<file path="config.mk">
export PLATFORM = sky130hd
export DESIGN_NAME = rob_rename_unit
export DESIGN_NICKNAME = d
export VERILOG_FILES = /design/src/rtl/rob_rename_unit.sv
export SDC_FILE = /design/constraint.sdc
export NUM_CORES = 1
export LEC_CHECK = 0
export BUFFER_PORTS_ARGS = -buffer_cell sky130_fd_sc_hd__buf_2
export CELL_PAD_IN_SITES_DETAIL_PLACEMENT = 0
export CELL_PAD_IN_SITES_GLOBAL_PLACEMENT = 1
export CORE_MARGIN = 2
export CORE_UTILIZATION = 52
export DETAILED_ROUTE_END_ITERATION = 16
export PLACE_DENSITY = 0.86
export REMOVE_ABC_BUFFERS = 1
export SLEW_MARGIN = 25
export SYNTH_ARGS = -nofsm -noshare
export SYNTH_HDL_FRONTEND = slang
export SYNTH_SLANG_ARGS = --single-unit
</file>
<file path="constraint.sdc">
create_clock -name clk_i -period 16.1 [get_ports clk_i]
set_clock_uncertainty 0.1 [all_clocks]
set_input_delay 3.22 -clock clk_i [delete_from_list [all_inputs] [get_ports clk_i]]
set_output_delay 3.22 -clock clk_i [all_outputs]
set_load 0.1 [all_outputs]
</file>
<file path="src/rtl/rob_rename_unit.sv">
// Rename table plus circular reorder buffer: allocates tags at dispatch, renames sources,
// captures CDB results and retires entries to the register file in program order.
module rob_rename_unit #(
   parameter  int NUM_REGS  = 32,
   parameter  int ROB_DEPTH = 8,
   parameter  int DATA_W    = 32,
   localparam int RW        = $clog2(NUM_REGS),
   localparam int TW        = $clog2(ROB_DEPTH)
) (
   input  logic              clk_i,
   input  logic              rst_n_i,
   input  logic              disp_valid_i,
   output logic              disp_ready_o,
   input  logic [RW-1:0]     disp_rd_i,
   input  logic [RW-1:0]     disp_rs1_i,
   input  logic [RW-1:0]     disp_rs2_i,
   input  logic              disp_rd_we_i,
   output logic [TW-1:0]     disp_tag_o,
   output logic              rs1_busy_o,
   output logic [TW-1:0]     rs1_tag_o,
   output logic              rs1_fwd_o,
   output logic [DATA_W-1:0] rs1_value_o,
   output logic              rs2_busy_o,
   output logic [TW-1:0]     rs2_tag_o,
   output logic              rs2_fwd_o,
   output logic [DATA_W-1:0] rs2_value_o,
   input  logic              cdb_valid_i,
   input  logic [TW-1:0]     cdb_tag_i,
   input  logic [DATA_W-1:0] cdb_value_i,
   output logic              commit_valid_o,
   output logic              commit_we_o,
   output logic [RW-1:0]     commit_rd_o,
   output logic [DATA_W-1:0] commit_value_o,
   output logic [TW-1:0]     commit_tag_o,
   input  logic              flush_i,
   output logic [TW:0]       rob_count_o
);

   localparam logic [TW:0]   FULL_CNT = (TW+1)'(ROB_DEPTH);
   localparam logic [TW:0]   CNT_ONE  = (TW+1)'(1);
   localparam logic [TW-1:0] PTR_ONE  = TW'(1);

   logic [TW-1:0]     head_q, head_d;
   logic [TW-1:0]     tail_q, tail_d;
   logic [TW:0]       count_q, count_d;

   logic              rob_valid_q [ROB_DEPTH];
   logic              rob_done_q  [ROB_DEPTH];
   logic              rob_we_q    [ROB_DEPTH];
   logic [RW-1:0]     rob_rd_q    [ROB_DEPTH];
   logic [DATA_W-1:0] rob_value_q [ROB_DEPTH];

   logic              rat_busy_q  [NUM_REGS];
   logic [TW-1:0]     rat_tag_q   [NUM_REGS];

   logic              dispatch;
   logic              commit;
   logic              cdb_write;
   logic              disp_we;

   logic [RW-1:0]     src_idx   [2];
   logic              src_busy  [2];
   logic [TW-1:0]     src_tag   [2];
   logic              src_cdb   [2];
   logic              src_fwd   [2];
   logic [DATA_W-1:0] src_value [2];

   // Ready depends only on registered count and flush, never on disp_valid.
   assign disp_ready_o = (count_q != FULL_CNT) && !flush_i;
   assign dispatch     = disp_valid_i && disp_ready_o;
   assign disp_we      = disp_rd_we_i && (disp_rd_i != '0);
   assign disp_tag_o   = tail_q;

   assign commit       = rob_valid_q[head_q] && rob_done_q[head_q] && !flush_i;
   assign cdb_write    = cdb_valid_i && rob_valid_q[cdb_tag_i] && !flush_i;

   assign commit_valid_o = commit;
   assign commit_we_o    = commit && rob_we_q[head_q];
   assign commit_rd_o    = rob_rd_q[head_q];
   assign commit_value_o = rob_value_q[head_q];
   assign commit_tag_o   = head_q;
   assign rob_count_o    = count_q;

   assign src_idx[0] = disp_rs1_i;
   assign src_idx[1] = disp_rs2_i;

   // Lookup reads the pre-dispatch RAT so rs==rd sees the older producer.
   always_comb begin
      for (int n = 0; n < 2; n++) begin
         src_busy[n]  = 1'b0;
         src_tag[n]   = '0;
         src_cdb[n]   = 1'b0;
         src_fwd[n]   = 1'b0;
         src_value[n] = '0;
         src_busy[n]  = (src_idx[n] != '0) && rat_busy_q[src_idx[n]];
         if (src_busy[n]) begin
            src_tag[n] = rat_tag_q[src_idx[n]];
            src_cdb[n] = cdb_valid_i && (cdb_tag_i == src_tag[n]);
            src_fwd[n] = rob_done_q[src_tag[n]] || src_cdb[n];
            if (src_cdb[n])
               src_value[n] = cdb_value_i;
            else if (src_fwd[n])
               src_value[n] = rob_value_q[src_tag[n]];
         end
      end
   end

   assign rs1_busy_o  = src_busy[0];
   assign rs1_tag_o   = src_tag[0];
   assign rs1_fwd_o   = src_fwd[0];
   assign rs1_value_o = src_value[0];
   assign rs2_busy_o  = src_busy[1];
   assign rs2_tag_o   = src_tag[1];
   assign rs2_fwd_o   = src_fwd[1];
   assign rs2_value_o = src_value[1];

   always_comb begin
      head_d  = head_q;
      tail_d  = tail_q;
      count_d = count_q;
      if (flush_i) begin
         head_d  = '0;
         tail_d  = '0;
         count_d = '0;
      end else begin
         if (commit)
            head_d = head_q + PTR_ONE;
         if (dispatch)
            tail_d = tail_q + PTR_ONE;
         if (dispatch && !commit)
            count_d = count_q + CNT_ONE;
         else if (!dispatch && commit)
            count_d = count_q - CNT_ONE;
      end
   end

   always_ff @(posedge clk_i or negedge rst_n_i) begin
      if (!rst_n_i) begin
         head_q  <= '0;
         tail_q  <= '0;
         count_q <= '0;
      end else begin
         head_q  <= head_d;
         tail_q  <= tail_d;
         count_q <= count_d;
      end
   end

   always_ff @(posedge clk_i or negedge rst_n_i) begin
      if (!rst_n_i) begin
         for (int i = 0; i < ROB_DEPTH; i++) begin
            rob_valid_q[i] <= 1'b0;
            rob_done_q[i]  <= 1'b0;
            rob_we_q[i]    <= 1'b0;
            rob_rd_q[i]    <= '0;
            rob_value_q[i] <= '0;
         end
      end else if (flush_i) begin
         for (int i = 0; i < ROB_DEPTH; i++) begin
            rob_valid_q[i] <= 1'b0;
            rob_done_q[i]  <= 1'b0;
         end
      end else begin
         if (cdb_write) begin
            rob_done_q[cdb_tag_i]  <= 1'b1;
            rob_value_q[cdb_tag_i] <= cdb_value_i;
         end
         if (commit) begin
            rob_valid_q[head_q] <= 1'b0;
            rob_done_q[head_q]  <= 1'b0;
         end
         // Tail never aliases head or a CDB-written entry when dispatch fires.
         if (dispatch) begin
            rob_valid_q[tail_q] <= 1'b1;
            rob_done_q[tail_q]  <= 1'b0;
            rob_we_q[tail_q]    <= disp_we;
            rob_rd_q[tail_q]    <= disp_rd_i;
         end
      end
   end

   always_ff @(posedge clk_i or negedge rst_n_i) begin
      if (!rst_n_i) begin
         for (int r = 0; r < NUM_REGS; r++) begin
            rat_busy_q[r] <= 1'b0;
            rat_tag_q[r]  <= '0;
         end
      end else if (flush_i) begin
         for (int r = 0; r < NUM_REGS; r++)
            rat_busy_q[r] <= 1'b0;
      end else begin
         // Only the youngest producer may release the mapping; a same-cycle dispatch overrides.
         if (commit && rob_we_q[head_q] && (rat_tag_q[rob_rd_q[head_q]] == head_q))
            rat_busy_q[rob_rd_q[head_q]] <= 1'b0;
         if (dispatch && disp_we) begin
            rat_busy_q[disp_rd_i] <= 1'b1;
            rat_tag_q[disp_rd_i]  <= tail_q;
         end
      end
   end

endmodule

</file>
* After elaboration in Yosys (flattened, before gate mapping) *
Index checks and enable logic that the tools add are counted.

word-level totals
  bits in registers = 458
  input port bits = 56
  output and inout port bits = 124
  word-level logic and storage cells = 280

cells by class
  add/subtract/negate cells = 4
  magnitude comparators = 14
  eq/ne operators = 4
  mux-type cells = 96
  bitwise logic cells = 20
  reductions and logical operators = 35

operators by type and width
  kind                count
  $mux 32             17
  $bmux 32 s3         3
  $bwmux 256          1
  $bwmux 96           1
  $demux 32 s3        1
  $mux 8              10
  $bmux 3 s5          3
  $bwmux 40           1
  $mux 3              13
  $and 32x32->32      1
  $not 32->32         1
  $or 32x32->32       1
  $and 8x8->8         3
  $ge 6x6->1 const B  4
  $not 5->6           4
  $mux 1              23
  $logic_and 1x1->1   21
  $ge 4x4->1 const B  5
  $not 3->4           5
  $bmux 1 s3          6
  $not 8->8           2
  $or 8x8->8          2
  $bmux 5 s3          1
  $demux 3 s5         1
  other kinds (21)    43

* Longest topological paths before layout *
  depth after elaboration = 16
  gate-level depth with buffers = 16
  depth with buffers taken out = 12

* Least setup slack after synthesis *
OpenSTA, ideal clock, no wires.

  kind = input to output
  start point = in disp_rs2_i[0]
  end point = out rs2_value_o[10]
  arrival time = 8.419 ns
  data required time = 12.780 ns
  slack = 4.361 ns
  stages on the path = 12
  cells stage by stage = buf_2 > buf_2 > buf_2 > mux4_2 > mux4_2 > mux2_2 > xnor2_1 > nand3_1 > clkbuf_1 > clkbuf_1 > nor2_1 > a211oi_1

on the way
  longest elaborated chain between the ends = 12
  elaborated cells between the ends (all ways) = 22
  classes of those cells = eq/ne: 1; mux: 15; bitwise: 2; reduce/logical: 4

ends and longest elaborated chain
  what                                        line     source
  start, declared                             16       input logic [RW-1:0] disp_rs2_i,
  $not 5->6 (not written as such)             95, 97
  $bmux 3 s5                                  97       src_tag[n] = rat_tag_q[src_idx[n]];
  $mux 3 (not written as such) (2 in series)  97
  $not 3->4 (not written as such)             99, 103
  $bmux 1 s3                                  99       src_fwd[n] = rob_done_q[src_tag[n]] || src_cdb[n];
  $mux 1 (not written as such) (2 in series)  99
  $logic_or 1x1->1                            99
  $mux 32                                     102      else if (src_fwd[n])
  $mux 32                                     100      if (src_cdb[n])
  $mux 32 (*)                                 96       if (src_busy[n]) begin
  end, declared                               26       output logic [DATA_W-1:0] rs2_value_o,

Every way passes the cells marked *; elsewhere a longest branch is shown, timed or not. The select of a mux whose other input is x is not followed.

* Worst setup path after layout *
  start point = in disp_rs2_i[0]
  end point = out rs2_value_o[6]

Same word-level chain as after synthesis.

==> impl_metrics.py <==
metrics = {
    "worst_setup_path": {
        "worstPathMaxFanout": 65,
        "r2r_cells": 13,
        "critPathMaxStageDelay_ns": 0.66,
        "r2r-start": "commit_tag_o[2]$_DFFE_PN0P_",
        "critPathCapture": "rs2_value_o[6]",
        "worstSetupPathType": "in2out",
        "critPathLaunchType": "input port",
        "r2r_slack_ns": 10.55,
        "slowest_stage": "mux2i_1",
        "cp_num_cells": 12,
        "critical-path-top-delay-family": "multiplexers",
        "reg2reg_to": "rat_busy_q[24]$_DFF_PN0_",
        "crit_start": "disp_rs2_i[0]",
        "end_kind": "output pin",
        "worstPathArrival_ns": 8.31,
        "crit_required_ns": 12.78,
        "critPathBufInv": 3,
        "crit_chain": "buf_2 > buf_4 > mux4_2 > mux4_2 > mux2i_1 > xnor2_1 > nor2_1 > nand3_4 > nand2_1 > nand2_2 > a211oi_1 > buf_2",
    },
    "routing": {
        "via_count": 25708,
        "viasPerCell": 6.61,
        "drtAntennaViolNets": 0,
        "drc": 0,
        "drt-total-wl_um": 97800,
        "dr.pass1.iters": 7,
        "drtIter0Drc": 2771,
        "post_drt_wl_per_cell_um": 25.1,
    },
    "timing": {
        "report.final.slew_viol_count": 0,
        "rsz0062_at_grt": "no",
        "fin_tns_setup_ns": 0,
        "worst_slew_pin_slew_ns": 1.17,
        "setup_viol_count_final": 0,
        "max_freq_mhz": 86.0,
        "relSlewSlack": 0.220,
        "report.final.hold_viol_count": 0,
        "holdWs_ns": 0.340,
        "period_minus_slack_ns": 11.63,
        "post-route-period-util": 0.722,
    },
    "clock_network": {
        "clockBufferDepth": 3,
        "cts_buffers": 52,
        "cts_max_level": 2,
        "cts_resized": 0,
        "clk_latency_ns": 0.61,
        "clock-sinks": 457,
        "root_buffer": "clkbuf_16",
        "clk_pin_slew_ns": 0.06,
        "cts_setup_buffers": 0,
        "holdBufCountCts": 0,
        "cts_tree": "built",
    },
    "cells_and_area": {
        "utilization": 0.582,
        "layout_common_cells": "nand2_1 (651), dfrtp_1 (454), mux2_2 (438)",
        "layout_commonest_cell": "nand2_1",
        "finalInstanceArea_um2": 32000,
        "area_growth_pct": 10.6,
        "drive_gt1_frac": 0.284,
        "nNetsFinal": 3163,
    },
    "pwr": {
        "peakVddDrop_mv": 0.0826,
        "power_frac_comb": 0.235,
        "p_int_w": 0.00234,
        "p_leak_nw": 13.9,
        "power_switching_share": 0.338,
        "p_seq_frac": 0.398,
        "clockPowerShare": 0.367,
        "p_sw_w": 0.00119,
        "power.density_nw_per_um2": 111,
        "total_power_w": 0.00353,
    },
    "logic_synthesis": {
        "yosysTopAreaCell": "dfrtp_1",
        "async_flop_share": 1.00,
        "avgSynthCellArea_um2": 9.31,
        "synthFlopType": "dfrtp_1",
        "synth_seq_cells": 457,
        "syn_area_um2": 28900,
        "synthTopCellsByArea": "dfrtp_1 (40%), mux2_2 (17%), nand2_1 (8.6%)",
        "yosysSeqAreaShare": 0.396,
        "synth_warnings": 0,
        "yosys.area.top_type_share": 0.396,
        "synth_edf_count": 0,
        "postSynthCellCount": 3103,
        "synth_cell_types": 69,
    },
    "grt": {
        "grt_pass1_wl_um": 149000,
        "track_usage": 0.339,
        "grt_start_max_net_pins": 121,
        "grt-ovfl-total": 0,
        "antenna_found_initial": 3,
        "first_global_vias": 25173,
    },
    "job": {
        "maxCapViolCount": 0,
    },
    "die": {
        "core_um2": 55000,
        "initial_utilization": 0.526,
        "io_pins": 180,
        "rows": 86,
        "die_h_um": 240,
        "fp.dieArea_um2": 57500,
        "die_w_um": 240,
    },
    "place": {
        "gp_congestion": 0.959,
        "io_buffers": 179,
        "placed_cell_area_um2": 30100,
        "dp_hpwl_um": 58000,
    },
    "min_path": {
        "hold_class": "reg2reg",
        "whs_path_depth": 0,
    },
    "status": {
        "run_status": "complete, no violations",
    },
}
## power groups by stage
stage               sequential, W  combinational [W]  clock (W)
floorplan                 0.00140           0.000557          0
global placement          0.00141           0.000799          0
detailed placement        0.00142           0.000816          0
CTS                       0.00140           0.000819    0.00131
global route              0.00142           0.000887    0.00136
finish                    0.00141           0.000830    0.00130
## metrics by stage
step	setup slack, ns	cells
detailed placement	4.30	3795
floorplan	0.344	2818
CTS	4.29	3888
global placement	4.56	3795
global route	4.00	3889
finish	4.47	3890
## worst reg2reg max path: cells and delay by family (launching register included)
kind,cells,cell delay (ns)
flops,1,0.90
compound gates,4,0.89
simple gates,5,1.86
buf+inv,4,1.64
## area by class of cell
type,instances,area [µm²]
multi-input cells,2341,16300
well taps,748,936
repair buffers,230,1320
clock inverters,26,403
clock buffers,67,1450
flip-flops and latches,457,11400
inverters,20,75.1
diodes,1,2.50
fillers,4726,23000
## per-layer routing
layer | share of wire | vias to the layer above | track usage
met5 | 0.00034 | - | 0
met4 | 0.053 | 6 | 0.182
met3 | 0.10 | 396 | 0.0755
met2 | 0.46 | 1591 | 0.530
met1 | 0.38 | 12656 | 0.439
li1 | - | 11059 | -
## cells in the mapped netlist (all sizes together), types with 7 or more instances
cell type / count
a2111oi: 14
a211oi: 55
a21oi: 159
a22oi: 22
a31o: 8
a31oi: 9
and2: 7
and3: 29
buf: 103
clkbuf: 182
dfrtp: 457
inv: 18
mux2: 441
mux2i: 89
mux4: 84
nand2: 660
nand2b: 8
nand3: 314
nand4: 71
nor2: 218
nor2b: 11
nor3: 9
nor3b: 7
o21ai: 32
o221ai: 32
xnor2: 10
## registers in the layout, indices dropped and copies added (netlist names)
name	cells
commit_tag_o	3
disp_tag_o	3
rat_busy_q	31
rat_tag_q	96
rob_count_o	4
rob_done_q	8
rob_rd_q	40
rob_valid_q	8
rob_value_q	256
rob_we_q	8
## kinds of logic (layout without fill, tap and decap cells)
logic type | count (synthesis) | after routing | synth area share
buffers and inverters | 305 | 343 | 0.0440
AOI/OAI and AO/OA | 356 | 356 | 0.0809
muxes | 614 | 614 | 0.268
other | 0 | 1 | 0
adders and majority gates | 5 | 5 | 0.00242
xor gates and xnor gates | 12 | 12 | 0.00364
DFF | 457 | 457 | 0.396
and+or+nand+nor | 1354 | 1354 | 0.205
## worst min-delay path by stage
stage / from / end
3_5_place_dp: rat_tag_q[94]$_DFFE_PN0P_ / rat_tag_q[94]$_DFFE_PN0P_
3_3_place_gp: rat_tag_q[93]$_DFFE_PN0P_ / rat_tag_q[93]$_DFFE_PN0P_
6_report: rat_tag_q[95]$_DFFE_PN0P_ / rat_tag_q[95]$_DFFE_PN0P_
2_1_floorplan: rat_tag_q[93]$_DFFE_PN0P_ / rat_tag_q[93]$_DFFE_PN0P_
4_1_cts: rat_tag_q[95]$_DFFE_PN0P_ / rat_tag_q[95]$_DFFE_PN0P_
5_1_grt: rat_tag_q[95]$_DFFE_PN0P_ / rat_tag_q[95]$_DFFE_PN0P_
Note: power is estimated with default switching activity, not from simulation.
